File: config.mk
export PLATFORM = sky130hd
export DESIGN_NAME = vred_feed_seq_flat
export DESIGN_NICKNAME = d
export VERILOG_FILES = /design/src/rtl/vred_pkg.sv /design/src/rtl/vred_feed_seq_if.sv /design/src/rtl/vred_elem_fill.sv /design/src/rtl/vred_feed_seq.sv /design/src/flat_wrapper.sv
export SDC_FILE = /design/constraint.sdc
export NUM_CORES = 1
export LEC_CHECK = 0
export BUFFER_PORTS_ARGS = -buffer_cell sky130_fd_sc_hd__buf_2
export CORE_MARGIN = 3
export CORE_UTILIZATION = 40
export CTS_BUF_LIST = sky130_fd_sc_hd__clkbuf_8
export DETAILED_ROUTE_END_ITERATION = 8
export GPL_TIMING_DRIVEN = 0
export PLACE_DENSITY_LB_ADDON = 0.08
export SLEW_MARGIN = 0
export SYNTH_ARGS = -nofsm -noshare
export SYNTH_HDL_FRONTEND = slang
export SYNTH_SLANG_ARGS = --single-unit
File: constraint.sdc
create_clock -name clk -period 4.95 [get_ports clk]
set_clock_uncertainty 0.2 [all_clocks]
set_input_delay 0.99 -clock clk [delete_from_list [all_inputs] [get_ports clk]]
set_output_delay 0.99 -clock clk [all_outputs]
set_load 0.05 [all_outputs]
File: src/rtl/vred_pkg.sv
// Shared definitions for the reduction feed sequencer.
// Contents: op/SEW/state enums, elements-per-beat helper, identity-value and
// scalar-seed extension helpers. No ports.
package vred_pkg;

  typedef enum logic [1:0] {
    OP_SUM  = 2'b00,
    OP_MAX  = 2'b01,
    OP_MIN  = 2'b10,
    OP_MAXU = 2'b11
  } op_e;

  typedef enum logic [1:0] {
    SEW_8  = 2'b00,
    SEW_16 = 2'b01,
    SEW_32 = 2'b10,
    SEW_64 = 2'b11
  } sew_e;

  typedef enum logic [1:0] {
    ST_IDLE,
    ST_STREAM,
    ST_DRAIN
  } state_e;

  function automatic logic [3:0] epb(input logic [1:0] sew);
    case (sew_e'(sew))
      SEW_8:   return 4'd8;
      SEW_16:  return 4'd4;
      SEW_32:  return 4'd2;
      default: return 4'd1;
    endcase
  endfunction

  function automatic logic is_signed_op(input logic [1:0] op);
    return (op_e'(op) == OP_MAX) || (op_e'(op) == OP_MIN);
  endfunction

  // Identity value occupying the low SEW bits; upper bits are zero.
  function automatic logic [63:0] identity(input logic [1:0] op, input logic [1:0] sew);
    logic [63:0] msb;
    case (sew_e'(sew))
      SEW_8:   msb = 64'h80;
      SEW_16:  msb = 64'h8000;
      SEW_32:  msb = 64'h8000_0000;
      default: msb = 64'h8000_0000_0000_0000;
    endcase
    case (op_e'(op))
      OP_MAX:  return msb;
      OP_MIN:  return msb - 64'd1;
      default: return 64'd0;
    endcase
  endfunction

  // Seed extension: signed ops sign-extend from bit SEW-1, others zero-extend.
  function automatic logic [63:0] extend_scalar(input logic [63:0] s, input logic [1:0] op,
                                                input logic [1:0] sew);
    logic sgn;
    sgn = is_signed_op(op);
    case (sew_e'(sew))
      SEW_8:   return {{56{sgn & s[7]}}, s[7:0]};
      SEW_16:  return {{48{sgn & s[15]}}, s[15:0]};
      SEW_32:  return {{32{sgn & s[31]}}, s[31:0]};
      default: return s;
    endcase
  endfunction

endpackage

File: src/rtl/vred_feed_seq_if.sv
// Bundle of the request, vs2 read-port and reducer-facing signals of the
// reduction feed sequencer.
//   slave  : the sequencer (consumes req_*/data_*, produces out_*/done)
//   master : the surrounding issue/read logic and reducer view
interface vred_feed_seq_if #(
  parameter int DATA_WIDTH  = 64,
  parameter int OPSEL_WIDTH = 2,
  parameter int SEW_WIDTH   = 2,
  parameter int VL_WIDTH    = 11
);
  logic                   req_valid;
  logic                   req_ready;
  logic [VL_WIDTH-1:0]    req_vl;
  logic [SEW_WIDTH-1:0]   req_sew;
  logic [OPSEL_WIDTH-1:0] req_opSel;
  logic                   req_vm;
  logic [63:0]            req_scalar;

  logic                   data_valid;
  logic                   data_ready;
  logic [DATA_WIDTH-1:0]  data_vec;
  logic [7:0]             data_mask;

  logic [DATA_WIDTH-1:0]  out_vec0;
  logic [DATA_WIDTH-1:0]  out_vec1;
  logic                   out_valid;
  logic                   out_start;
  logic                   out_end;
  logic [OPSEL_WIDTH-1:0] out_opSel;
  logic [SEW_WIDTH-1:0]   out_sew;
  logic                   done;

  modport slave (
    input  req_valid, req_vl, req_sew, req_opSel, req_vm, req_scalar,
    input  data_valid, data_vec, data_mask,
    output req_ready, data_ready,
    output out_vec0, out_vec1, out_valid, out_start, out_end, out_opSel, out_sew, done
  );

  modport master (
    output req_valid, req_vl, req_sew, req_opSel, req_vm, req_scalar,
    output data_valid, data_vec, data_mask,
    input  req_ready, data_ready,
    input  out_vec0, out_vec1, out_valid, out_start, out_end, out_opSel, out_sew, done
  );
endinterface

File: src/rtl/vred_elem_fill.sv
// Combinational element fill for one 64-bit vs2 beat.
// Ports: beat_i/mask_i (raw beat and its mask), vm_i (1 = unmasked),
// elem_idx_i (index of element 0 of this beat), vl_i, sew_i, op_i;
// beat_o is the beat with inactive elements replaced by the op identity.
module vred_elem_fill
  import vred_pkg::*;
#(
  parameter int VL_WIDTH = 11
) (
  input  logic [63:0]         beat_i,
  input  logic [7:0]          mask_i,
  input  logic                vm_i,
  input  logic [VL_WIDTH:0]   elem_idx_i,
  input  logic [VL_WIDTH-1:0] vl_i,
  input  logic [1:0]          sew_i,
  input  logic [1:0]          op_i,
  output logic [63:0]         beat_o
);
  logic [63:0] ident;
  logic [2:0]  elem;
  logic [2:0]  byte_in_elem;
  logic        active;

  // Works byte by byte: each byte finds its owning element and its position
  // inside that element, so one loop covers every SEW.
  always_comb begin
    ident        = identity(op_i, sew_i);
    beat_o       = '0;
    elem         = '0;
    byte_in_elem = '0;
    active       = 1'b0;
    for (int b = 0; b < 8; b++) begin
      elem         = 3'(b >> sew_i);
      byte_in_elem = 3'(b) & ((3'd1 << sew_i) - 3'd1);
      active       = ({1'b0, vl_i} > (elem_idx_i + {{(VL_WIDTH-2){1'b0}}, elem}))
                     && (vm_i || mask_i[elem]);
      beat_o[8*b +: 8] = active ? beat_i[8*b +: 8] : ident[{byte_in_elem, 3'b000} +: 8];
    end
  end
endmodule

File: src/rtl/vred_feed_seq.sv
// Front-end sequencer for the integer reduction datapath.
// Accepts one reduction request, streams vs2 beats from the read port,
// fills masked/tail elements with the op identity and presents registered
// beats to the reducer (which has no backpressure).
// Ports: clk, rst (sync, active-high), bus (vred_feed_seq_if.slave):
//   req_*  request handshake, data_* vs2 beat handshake,
//   out_*  reducer inputs, done one-cycle retire pulse.
module vred_feed_seq
  import vred_pkg::*;
#(
  parameter int DATA_WIDTH  = 64,
  parameter int OPSEL_WIDTH = 2,
  parameter int SEW_WIDTH   = 2,
  parameter int VL_WIDTH    = 11
) (
  input logic            clk,
  input logic            rst,
  vred_feed_seq_if.slave bus
);
  state_e                 state_q;
  logic [VL_WIDTH-1:0]    vl_q;
  logic [SEW_WIDTH-1:0]   sew_q;
  logic [OPSEL_WIDTH-1:0] op_q;
  logic                   vm_q;
  logic [DATA_WIDTH-1:0]  seed_q;
  logic [VL_WIDTH:0]      elem_idx_q;
  logic                   first_q;
  logic                   req_ready_q;
  logic                   data_ready_q;
  logic                   out_valid_q;
  logic                   out_start_q;
  logic                   out_end_q;
  logic [DATA_WIDTH-1:0]  out_vec0_q;
  logic [DATA_WIDTH-1:0]  out_vec1_q;
  logic [OPSEL_WIDTH-1:0] out_opsel_q;
  logic [SEW_WIDTH-1:0]   out_sew_q;
  logic                   done_q;

  logic [63:0]            filled_d;
  logic [VL_WIDTH:0]      elem_idx_d;
  logic                   last_beat;

  vred_elem_fill #(.VL_WIDTH(VL_WIDTH)) u_fill (
    .beat_i     (bus.data_vec),
    .mask_i     (bus.data_mask),
    .vm_i       (vm_q),
    .elem_idx_i (elem_idx_q),
    .vl_i       (vl_q),
    .sew_i      (sew_q),
    .op_i       (op_q),
    .beat_o     (filled_d)
  );

  assign elem_idx_d = elem_idx_q + (VL_WIDTH+1)'(epb(sew_q));
  assign last_beat  = elem_idx_d >= {1'b0, vl_q};

  always_ff @(posedge clk) begin
    if (rst) begin
      state_q      <= ST_IDLE;
      vl_q         <= '0;
      sew_q        <= '0;
      op_q         <= '0;
      vm_q         <= 1'b0;
      seed_q       <= '0;
      elem_idx_q   <= '0;
      first_q      <= 1'b0;
      req_ready_q  <= 1'b1;
      data_ready_q <= 1'b0;
      out_valid_q  <= 1'b0;
      out_start_q  <= 1'b0;
      out_end_q    <= 1'b0;
      out_vec0_q   <= '0;
      out_vec1_q   <= '0;
      out_opsel_q  <= '0;
      out_sew_q    <= '0;
      done_q       <= 1'b0;
    end else begin
      out_valid_q <= 1'b0;
      out_start_q <= 1'b0;
      out_end_q   <= 1'b0;
      out_opsel_q <= '0;
      out_sew_q   <= '0;
      done_q      <= 1'b0;
      case (state_q)
        ST_IDLE: begin
          // req_ready is held low for the cycle in which done pulses, so a
          // new request can only land after the previous one has retired.
          if (!req_ready_q) begin
            req_ready_q <= 1'b1;
          end else if (bus.req_valid) begin
            vl_q        <= bus.req_vl;
            sew_q       <= bus.req_sew;
            op_q        <= bus.req_opSel;
            vm_q        <= bus.req_vm;
            seed_q      <= extend_scalar(bus.req_scalar, bus.req_opSel, bus.req_sew);
            elem_idx_q  <= '0;
            first_q     <= 1'b1;
            req_ready_q <= 1'b0;
            if (bus.req_vl == '0) begin
              state_q <= ST_DRAIN;
            end else begin
              state_q      <= ST_STREAM;
              data_ready_q <= 1'b1;
            end
          end
        end
        ST_STREAM: begin
          if (bus.data_valid && data_ready_q) begin
            out_valid_q <= 1'b1;
            out_start_q <= first_q;
            out_vec0_q  <= filled_d;
            out_vec1_q  <= seed_q;
            out_opsel_q <= op_q;
            out_sew_q   <= sew_q;
            first_q     <= 1'b0;
            elem_idx_q  <= elem_idx_d;
            if (last_beat) begin
              out_end_q    <= 1'b1;
              data_ready_q <= 1'b0;
              state_q      <= ST_DRAIN;
            end
          end
        end
        ST_DRAIN: begin
          done_q  <= 1'b1;
          state_q <= ST_IDLE;
        end
        default: state_q <= ST_IDLE;
      endcase
    end
  end

  assign bus.req_ready  = req_ready_q;
  assign bus.data_ready = data_ready_q;
  assign bus.out_valid  = out_valid_q;
  assign bus.out_start  = out_start_q;
  assign bus.out_end    = out_end_q;
  assign bus.out_vec0   = out_vec0_q;
  assign bus.out_vec1   = out_vec1_q;
  assign bus.out_opSel  = out_opsel_q;
  assign bus.out_sew    = out_sew_q;
  assign bus.done       = done_q;
endmodule

File: src/flat_wrapper.sv
// flat-port wrapper written by rule: the top's interface ports become plain ports
module vred_feed_seq_flat import vred_pkg::*;
#(
  parameter int DATA_WIDTH  = 64,
  parameter int OPSEL_WIDTH = 2,
  parameter int SEW_WIDTH   = 2,
  parameter int VL_WIDTH    = 11
)
  (clk, rst, bus_req_valid, bus_req_vl, bus_req_sew, bus_req_opSel, bus_req_vm, bus_req_scalar, bus_data_valid, bus_data_vec, bus_data_mask, bus_req_ready, bus_data_ready, bus_out_vec0, bus_out_vec1, bus_out_valid, bus_out_start, bus_out_end, bus_out_opSel, bus_out_sew, bus_done);
  vred_feed_seq_if #(.DATA_WIDTH(DATA_WIDTH), .OPSEL_WIDTH(OPSEL_WIDTH), .SEW_WIDTH(SEW_WIDTH), .VL_WIDTH(VL_WIDTH)) bus_i ();
  input logic clk;
  input logic rst;
  input wire logic [$bits(bus_i.req_valid)-1:0] bus_req_valid;
  input wire logic [$bits(bus_i.req_vl)-1:0] bus_req_vl;
  input wire logic [$bits(bus_i.req_sew)-1:0] bus_req_sew;
  input wire logic [$bits(bus_i.req_opSel)-1:0] bus_req_opSel;
  input wire logic [$bits(bus_i.req_vm)-1:0] bus_req_vm;
  input wire logic [$bits(bus_i.req_scalar)-1:0] bus_req_scalar;
  input wire logic [$bits(bus_i.data_valid)-1:0] bus_data_valid;
  input wire logic [$bits(bus_i.data_vec)-1:0] bus_data_vec;
  input wire logic [$bits(bus_i.data_mask)-1:0] bus_data_mask;
  output wire logic [$bits(bus_i.req_ready)-1:0] bus_req_ready;
  output wire logic [$bits(bus_i.data_ready)-1:0] bus_data_ready;
  output wire logic [$bits(bus_i.out_vec0)-1:0] bus_out_vec0;
  output wire logic [$bits(bus_i.out_vec1)-1:0] bus_out_vec1;
  output wire logic [$bits(bus_i.out_valid)-1:0] bus_out_valid;
  output wire logic [$bits(bus_i.out_start)-1:0] bus_out_start;
  output wire logic [$bits(bus_i.out_end)-1:0] bus_out_end;
  output wire logic [$bits(bus_i.out_opSel)-1:0] bus_out_opSel;
  output wire logic [$bits(bus_i.out_sew)-1:0] bus_out_sew;
  output wire logic [$bits(bus_i.done)-1:0] bus_done;
  assign bus_i.req_valid = bus_req_valid;
  assign bus_i.req_vl = bus_req_vl;
  assign bus_i.req_sew = bus_req_sew;
  assign bus_i.req_opSel = bus_req_opSel;
  assign bus_i.req_vm = bus_req_vm;
  assign bus_i.req_scalar = bus_req_scalar;
  assign bus_i.data_valid = bus_data_valid;
  assign bus_i.data_vec = bus_data_vec;
  assign bus_i.data_mask = bus_data_mask;
  assign bus_req_ready = bus_i.req_ready;
  assign bus_data_ready = bus_i.data_ready;
  assign bus_out_vec0 = bus_i.out_vec0;
  assign bus_out_vec1 = bus_i.out_vec1;
  assign bus_out_valid = bus_i.out_valid;
  assign bus_out_start = bus_i.out_start;
  assign bus_out_end = bus_i.out_end;
  assign bus_out_opSel = bus_i.out_opSel;
  assign bus_out_sew = bus_i.out_sew;
  assign bus_done = bus_i.done;
  vred_feed_seq #(.DATA_WIDTH(DATA_WIDTH), .OPSEL_WIDTH(OPSEL_WIDTH), .SEW_WIDTH(SEW_WIDTH), .VL_WIDTH(VL_WIDTH)) u_core (.clk(clk), .rst(rst), .bus(bus_i));
endmodule
## Yosys cells after proc, flatten, opt, wreduce, memory -nomap -nowiden

Cells that the tools add are included.

| storage, ports and cells | value |
|---|---|
| flip-flop bits (word level) | 233 |
| output and inout port bits | 138 |
| logic and storage cells | 165 |

| cells by class | value |
|---|---|
| add/sub/neg operators | 11 |
| $lt $le $gt $ge | 17 |
| equal/unequal tests | 15 |
| shift operators | 16 |
| mux-type cells | 53 |
| bitwise logic cells | 5 |
| reduce and logical (&&, ||, !) cells | 30 |

Operators with widths:

| kind | count |
|---|---|
| one-hot mux 64 bit (3 select lines) | 2 |
| variable part select 64 x 7 -> 8 bit | 4 |
| one-hot mux 64 bit (2 select lines) | 1 |
| variable part select 64 x 6 -> 8 bit | 2 |
| adder 12 x 3 -> 12 bit | 8 |
| greater-than comparator 11 x 12 -> 1 bit | 8 |
| 2-to-1 mux 8 bit | 8 |
| variable part select 64 x 5 -> 8 bit | 1 |
| subtractor 64 x 1 -> 64 bit, second input constant | 1 |
| 2-to-1 mux 12 bit | 3 |
| less-than comparator 3 x 4 -> 1 bit, second input constant | 8 |
| binary-select mux 1 bit (select 3 bit) | 8 |
| one-hot mux 12 bit (2 select lines) | 1 |
| 2-to-1 mux 1 bit | 21 |
| adder 12 x 4 -> 12 bit | 1 |
| greater-or-equal comparator 12 x 11 -> 1 bit | 1 |
| one-hot mux 4 bit (3 select lines) | 1 |
| right shift 3 x 2 -> 3 bit, first input constant | 4 |
| logical NOT 11 bit | 1 |
| equality test 2 x 1 -> 1 bit, second input constant | 5 |
| equality test 2 bit, second input constant | 5 |
| 2-to-1 mux 2 bit | 5 |
| logical AND 1 bit | 9 |
| logical OR 1 bit | 9 |
| other kinds (18) | 30 |

## Longest topological paths before layout

| depth | value |
|---|---|
| depth in word-level cells | 7 |
| mapped depth | 19 |
| mapped depth without buffers | 18 |

## Modules after synthesis

Synthesis repeated with hierarchy kept, for this count alone.

| unflattened totals | value |
|---|---|
| cell total of the unflattened synthesis | 1720 |
| area total of the unflattened synthesis | 13857.0 µm² |

Modules (own cells, without submodules):

| module | instances | cells each | area each (µm²) |
|---|---|---|---|
| vred_feed_seq | 1 | 1100 | 8846.0 |
| vred_elem_fill | 1 | 620 | 5011.1 |

## Worst setup path after synthesis

No wires, ideal clock.

| path | value |
|---|---|
| path kind | reg-to-reg |
| start point | reg u_core.sew_q[1] |
| end point | reg u_core.out_vec0_q[48], in the netlist u_core.bus.out_vec0[48] |
| arrival time | 3.849 ns |
| required time | 4.631 ns |
| setup slack | 0.782 ns |
| cell stages (with the launch flop) | 18 |
| path buffers | 0 |
| cell sequence | dfxtp_1 inv_1 ha_1 ha_1 inv_1 fa_1 nor2b_1 o21ai_0 nor3_1 xnor2_1 ha_1 nand4_1 or2_2 a21oi_1 nor2_1 nor3_1 nand2_1 o221a_2 |

| on the way | value |
|---|---|
| longest elaborated chain between the ends | 6 |
| elaborated cells between the ends (all ways) | 17 |
| classes of those cells | 3 x add/sub; 1 x order compare; 2 x eq/ne; 3 x shift; 5 x mux; 3 x reduce/logical |

RTL lines:

| item | line | text |
|---|---|---|
| start: declaration | vred_feed_seq.sv:22 | `logic [SEW_WIDTH-1:0] sew_q;` |
| start signal: assignment | vred_feed_seq.sv:92 | `sew_q <= bus.req_sew;` |
| equality test 2 bit, or another cell as far along | vred_pkg.sv:42 | `case (sew_e'(sew))` |
| one-hot mux 64 bit (3 select lines) or binary-select mux 1 bit (select 3 bit) (tied branches) | vred_pkg.sv:42, vred_elem_fill.sv:36 |  |
| subtractor 64 x 1 -> 64 bit or 2-to-1 mux 1 bit (tied branches) | vred_pkg.sv:50, vred_elem_fill.sv:36 |  |
| one-hot mux 64 bit (2 select lines) or logical OR 1 bit (tied branches) | vred_pkg.sv:48, vred_elem_fill.sv:36 |  |
| variable part select 64 x 7 -> 8 bit or logical AND 1 bit (tied branches) | vred_elem_fill.sv:37, vred_elem_fill.sv:36 |  |
| 2-to-1 mux 8 bit * | vred_elem_fill.sv:37 | `beat_o[8*b +: 8] = active ? beat_i[8*b +: 8] : ident[{byte_in_elem, 3'b000} +: 8];` |
| end signal: assignment | vred_feed_seq.sv:111 | `out_vec0_q <= filled_d;` |
| end: declaration | vred_feed_seq.sv:33 | `logic [DATA_WIDTH-1:0] out_vec0_q;` |

Mark *: on every way between the ends. The rest lies on a longest branch, timed or not. The select of a mux whose other input is x is not followed.
A chain may end at the register's enable or synchronous reset.

## Worst setup path after layout

| path | value |
|---|---|
| start point | reg u_core.sew_q[0] |
| end point | reg u_core.out_vec0_q[52], in the netlist u_core.bus.out_vec0[52] |

Same word-level chain as after synthesis.

==> flow_metrics.env <==
export IMPL_worst_setup_end_kind="flop"
export IMPL_synth_edff_count=0
export IMPL_result_of_the_run="finished clean"
export IMPL_fp_dieArea_um2=34400
export IMPL_layout_cells_sized_above_1=0.214
export IMPL_num_nets_final=2207
export IMPL_ys_async_sr_fraction=0
export IMPL_critical_path_required_ns=5.19
export IMPL_drc=0
export IMPL_antenna_violating_nets_post_route=0
export IMPL_critical_path_reg2reg_endpoint="u_core.bus.out_vec0[52]$_SDFFE_PP0P_"
export IMPL_grt_total_usage=0.244
export IMPL_initial_utilization=0.407
export IMPL_reg2reg_depth=17
export IMPL_std_cell_rows=65
export IMPL_clock_insertion_delay_worst_skew_ns=0.56
export IMPL_grt_pass1_wl_mm=66.7
export IMPL_post_dp_hpwl_mm=33.4
export IMPL_synth_top_cell_area_share=0.362
export IMPL_synth_area_leaders="sky130_fd_sc_hd__dfxtp_1 36%, sky130_fd_sc_hd__ha_1 12%, sky130_fd_sc_hd__a21oi_1 7.7%"
export IMPL_setup_viol=0
export IMPL_final_hold_viols=0
export IMPL_irDropWorstVdd_v=0.000205
export IMPL_yosys_register_bits=233
export IMPL_design_portCount=294
export IMPL_synthesis_instances=1583
export IMPL_clkTransAtPathRegs_ns=0.07
export IMPL_syn_cell_area_um2=12900
export IMPL_drtIter0Drc=509
export IMPL_regToRegStartpoint="u_core.sew_q[0]$_SDFFE_PP0P_"
export IMPL_core_area_um2=31600
export IMPL_cts_path_max_buffers=3
export IMPL_cts_tree="done"
export IMPL_critical_path_startpoint_type="flop"
export IMPL_cts_max_level=2
export IMPL_worstSetupEndpoint="u_core.bus.out_vec0[52]$_SDFFE_PP0P_"
export IMPL_slew_headroom=0.366
export IMPL_final_util=0.498
export IMPL_dp_cells=2277
export IMPL_finalWeightedCongestion=0.893
export IMPL_drv_max_cap_violation_count=0
export IMPL_chipHeight_um=185
export IMPL_cp_max_fo=7
export IMPL_ys_warn_count=0
export IMPL_finalWorstPathRequiredPeriod_ns=4.69
export IMPL_antenna_found_initial=8
export IMPL_post_syn_nets=1870
export IMPL_die_width_um=185
export IMPL_setup_total_neg_slack_ns=0
export IMPL_clock_root_buffer="sky130_fd_sc_hd__clkbuf_8"
export IMPL_routedWlPerCell_um=18.5
export IMPL_synth_cell_types=71
export IMPL_max_freq_mhz=213
export IMPL_wirelength_mm=43.5
export IMPL_io_buffers=292
export IMPL_worstMarginPinSlew_ns=0.942
export IMPL_power_static_leakage_nw=6.86
export IMPL_crit_type="flop to flop"
export IMPL_arr_time_crit_path_ns=4.92
export IMPL_number_of_buffers_inserted_during_clock_tree_synthesis=42
export IMPL_syn_to_final_growth_pct=22.2
export IMPL_hold_path_class="flop to flop"
export IMPL_num_vias=12464
export IMPL_cts_hold_buffers_added=0
export IMPL_powerDensity_nw_per_um2=301
export IMPL_grt_overflow=0
export IMPL_final_min_period_over_clock_period=0.947
export IMPL_grt_start_max_net_pins=13
export IMPL_timing_max_transition_violations_final=0
export IMPL_worstHoldPathCells=2
export IMPL_synth_sequential_area_ratio=0.362
export IMPL_detail_route_vias_per_cell=5.30
export IMPL_r2r_setup_slack_ns=0.26
export IMPL_detailedRoute_firstPassIterationCount=4
export IMPL_post_layout_nonfiller_instances=2353
export IMPL_nFillCells=3193
export IMPL_worstSetupStartpoint="u_core.sew_q[0]$_SDFFE_PP0P_"
export IMPL_number_of_global_route_vias_before_repair=12316
export IMPL_synth_ff_type="sky130_fd_sc_hd__dfxtp_1"
export IMPL_syn_avg_cell_area_um2=8.14
export IMPL_numClockSinks=233
export IMPL_synthDominantAreaCellType="sky130_fd_sc_hd__dfxtp_1"
report_power, final:
group | internal (mW) | total, mW | switching (mW)
logic | 0.312 | 0.850 | 0.538
registers | 1.96 | 2.03 | 0.0698
clock network | 1.04 | 1.86 | 0.821
total | 3.31 | 4.74 | 1.43
synth_stat cells, types with 5 or more instances:
cell and n:
sky130_fd_sc_hd__a31oi_1 9, sky130_fd_sc_hd__buf_2 7, sky130_fd_sc_hd__inv_1 44, sky130_fd_sc_hd__xnor2_1 69, sky130_fd_sc_hd__ha_1 124, sky130_fd_sc_hd__a21o_1 20, sky130_fd_sc_hd__dfxtp_1 233, sky130_fd_sc_hd__mux4_2 7
sky130_fd_sc_hd__fa_1 7, sky130_fd_sc_hd__xor2_1 12, sky130_fd_sc_hd__o221a_2 14, sky130_fd_sc_hd__buf_1 9, sky130_fd_sc_hd__nor2b_1 13, sky130_fd_sc_hd__o211ai_1 9, sky130_fd_sc_hd__o21a_1 10, sky130_fd_sc_hd__buf_4 5
sky130_fd_sc_hd__nand3_1 36, sky130_fd_sc_hd__and3_1 5, sky130_fd_sc_hd__clkbuf_1 71, sky130_fd_sc_hd__nand4_1 19, sky130_fd_sc_hd__o21ai_0 97, sky130_fd_sc_hd__a21oi_1 197, sky130_fd_sc_hd__a211oi_1 33, sky130_fd_sc_hd__nor2_1 166
sky130_fd_sc_hd__nor3_1 31, sky130_fd_sc_hd__nand2_1 245, sky130_fd_sc_hd__mux2i_1 7
worst max-delay path, stage by stage (launching register included):
cell                      delay, ns
sky130_fd_sc_hd__dfxtp_1       0.45
sky130_fd_sc_hd__inv_1         0.21
sky130_fd_sc_hd__ha_2          0.42
sky130_fd_sc_hd__ha_1          0.18
sky130_fd_sc_hd__inv_1         0.06
sky130_fd_sc_hd__fa_1          0.39
sky130_fd_sc_hd__nor2b_1       0.20
sky130_fd_sc_hd__o21ai_1       0.17
sky130_fd_sc_hd__nor3_1        0.24
sky130_fd_sc_hd__xnor2_1       0.10
sky130_fd_sc_hd__ha_1          0.30
sky130_fd_sc_hd__nand4_1       0.11
sky130_fd_sc_hd__or2_2         0.37
sky130_fd_sc_hd__a21oi_1       0.15
sky130_fd_sc_hd__nor2_1        0.07
sky130_fd_sc_hd__nor3_2        0.36
sky130_fd_sc_hd__nand2_1       0.26
sky130_fd_sc_hd__o221a_2       0.30
layout by cell type, fill, tap and decap left out, types with 5 or more instances in the layout:
cell and n:
sky130_fd_sc_hd__o21ai_0 96, sky130_fd_sc_hd__nand2_1 245, sky130_fd_sc_hd__nand3_1 36, sky130_fd_sc_hd__nor2_1 166, sky130_fd_sc_hd__xnor2_1 69, sky130_fd_sc_hd__nand4_1 19
sky130_fd_sc_hd__o211ai_1 9, sky130_fd_sc_hd__fa_1 7, sky130_fd_sc_hd__nor3_1 30, sky130_fd_sc_hd__a21oi_1 197, sky130_fd_sc_hd__xor2_1 12, sky130_fd_sc_hd__clkbuf_1 71
sky130_fd_sc_hd__nor2b_1 13, sky130_fd_sc_hd__o21a_1 10, sky130_fd_sc_hd__ha_1 123, sky130_fd_sc_hd__a211oi_1 32, sky130_fd_sc_hd__a31oi_1 9, sky130_fd_sc_hd__a21o_1 20
sky130_fd_sc_hd__clkbuf_8 51, sky130_fd_sc_hd__buf_4 6, sky130_fd_sc_hd__o221a_2 14, sky130_fd_sc_hd__buf_1 9, sky130_fd_sc_hd__mux4_2 7, sky130_fd_sc_hd__dfxtp_1 232
sky130_fd_sc_hd__buf_2 299, sky130_fd_sc_hd__mux2i_1 7, sky130_fd_sc_hd__inv_1 58, sky130_fd_sc_hd__and3_1 5
layout make-up:
type / count / area [um2] / share of cell area
Inverter: 50 / 188 / 0.0119
Tap cell: 402 / 503 / 0.0320
Multi-Input combinational cell: 1205 / 7640 / 0.485
Sequential cell: 233 / 4670 / 0.297
Antenna cell: 3 / 7.51 / 0.000477
Buffer: 95 / 407 / 0.0258
Clock inverter: 21 / 158 / 0.0100
Clock buffer: 51 / 702 / 0.0446
Timing Repair Buffer: 293 / 1470 / 0.0933
stage by stage:
| stage | instance area, um2 | total power [mW] | hold slack [ns] | setup WS, ns |
|---|---|---|---|---|
| 5_1_grt | 15700 | 4.98 | 0.253 | -0.0136 |
| 4_1_cts | 15700 | 4.78 | 0.248 | 0.0135 |
| 6_report | 15700 | 4.74 | 0.248 | 0.265 |
| 3_3_place_gp | 14800 | 2.90 | 0.235 | -0.358 |
| 3_5_place_dp | 14800 | 2.91 | 0.240 | -0.422 |
| 2_1_floorplan | 12900 | 2.61 | 0.229 | 0.782 |
flip-flops by register name, indices dropped and copies added (netlist names), 2 cells and up:
| signal | flops |
|---|---|
| u_core.sew_q | 2 |
| u_core.bus.out_sew | 2 |
| u_core.bus.out_opSel | 2 |
| u_core.bus.out_vec1 | 64 |
| u_core.elem_idx_q | 12 |
| u_core.op_q | 2 |
| u_core.vl_q | 11 |
| u_core.bus.out_vec0 | 64 |
| u_core.seed_q | 64 |
| u_core.state_q | 2 |
what timing repair did:
item,4_1_cts,5_1_grt
pin swaps,0,1
endpoints found under the setup margin,22,22
buffers inserted,0,1
resized for setup,3,4
worst min-delay path by stage:
stage / from / end
after detailed placement: u_core.seed_q[34]$_SDFFE_PP0P_ / u_core.bus.out_vec1[34]$_SDFFE_PP0P_
after CTS: u_core.seed_q[44]$_SDFFE_PP0P_ / u_core.bus.out_vec1[44]$_SDFFE_PP0P_
after global routing: u_core.seed_q[62]$_SDFFE_PP0P_ / u_core.bus.out_vec1[62]$_SDFFE_PP0P_
after global placement: u_core.seed_q[61]$_SDFFE_PP0P_ / u_core.bus.out_vec1[61]$_SDFFE_PP0P_
final: u_core.seed_q[53]$_SDFFE_PP0P_ / u_core.bus.out_vec1[53]$_SDFFE_PP0P_
after floorplan: u_core.seed_q[10]$_SDFFE_PP0P_ / u_core.bus.out_vec1[10]$_SDFFE_PP0P_
routing by layer:
| metal | part of all wire | track usage | up-vias | wire length (um) |
|---|---|---|---|---|
| met4 | 0.030 | 0.0798 | 14 | 1300 |
| met5 | 0.0017 | 0 | - | 75 |
| met2 | 0.46 | 0.400 | 334 | 20200 |
| met3 | 0.066 | 0.0588 | 85 | 2870 |
| li1 | - | - | 6201 | - |
| met1 | 0.44 | 0.318 | 5830 | 19100 |
logic make-up after synthesis:
family                   Yosys count  synth area share
adder cells (fa/ha/maj)          131             0.131
XOR/XNOR                          81            0.0551
AO/OA/AOI/OAI                    428             0.201
buffers and inverters            145            0.0461
AND/OR/NAND/NOR                  548             0.185
multiplexers                      17            0.0203
flip-flops                       233             0.362
No activity file was read; power rests on OpenSTA's default activity.
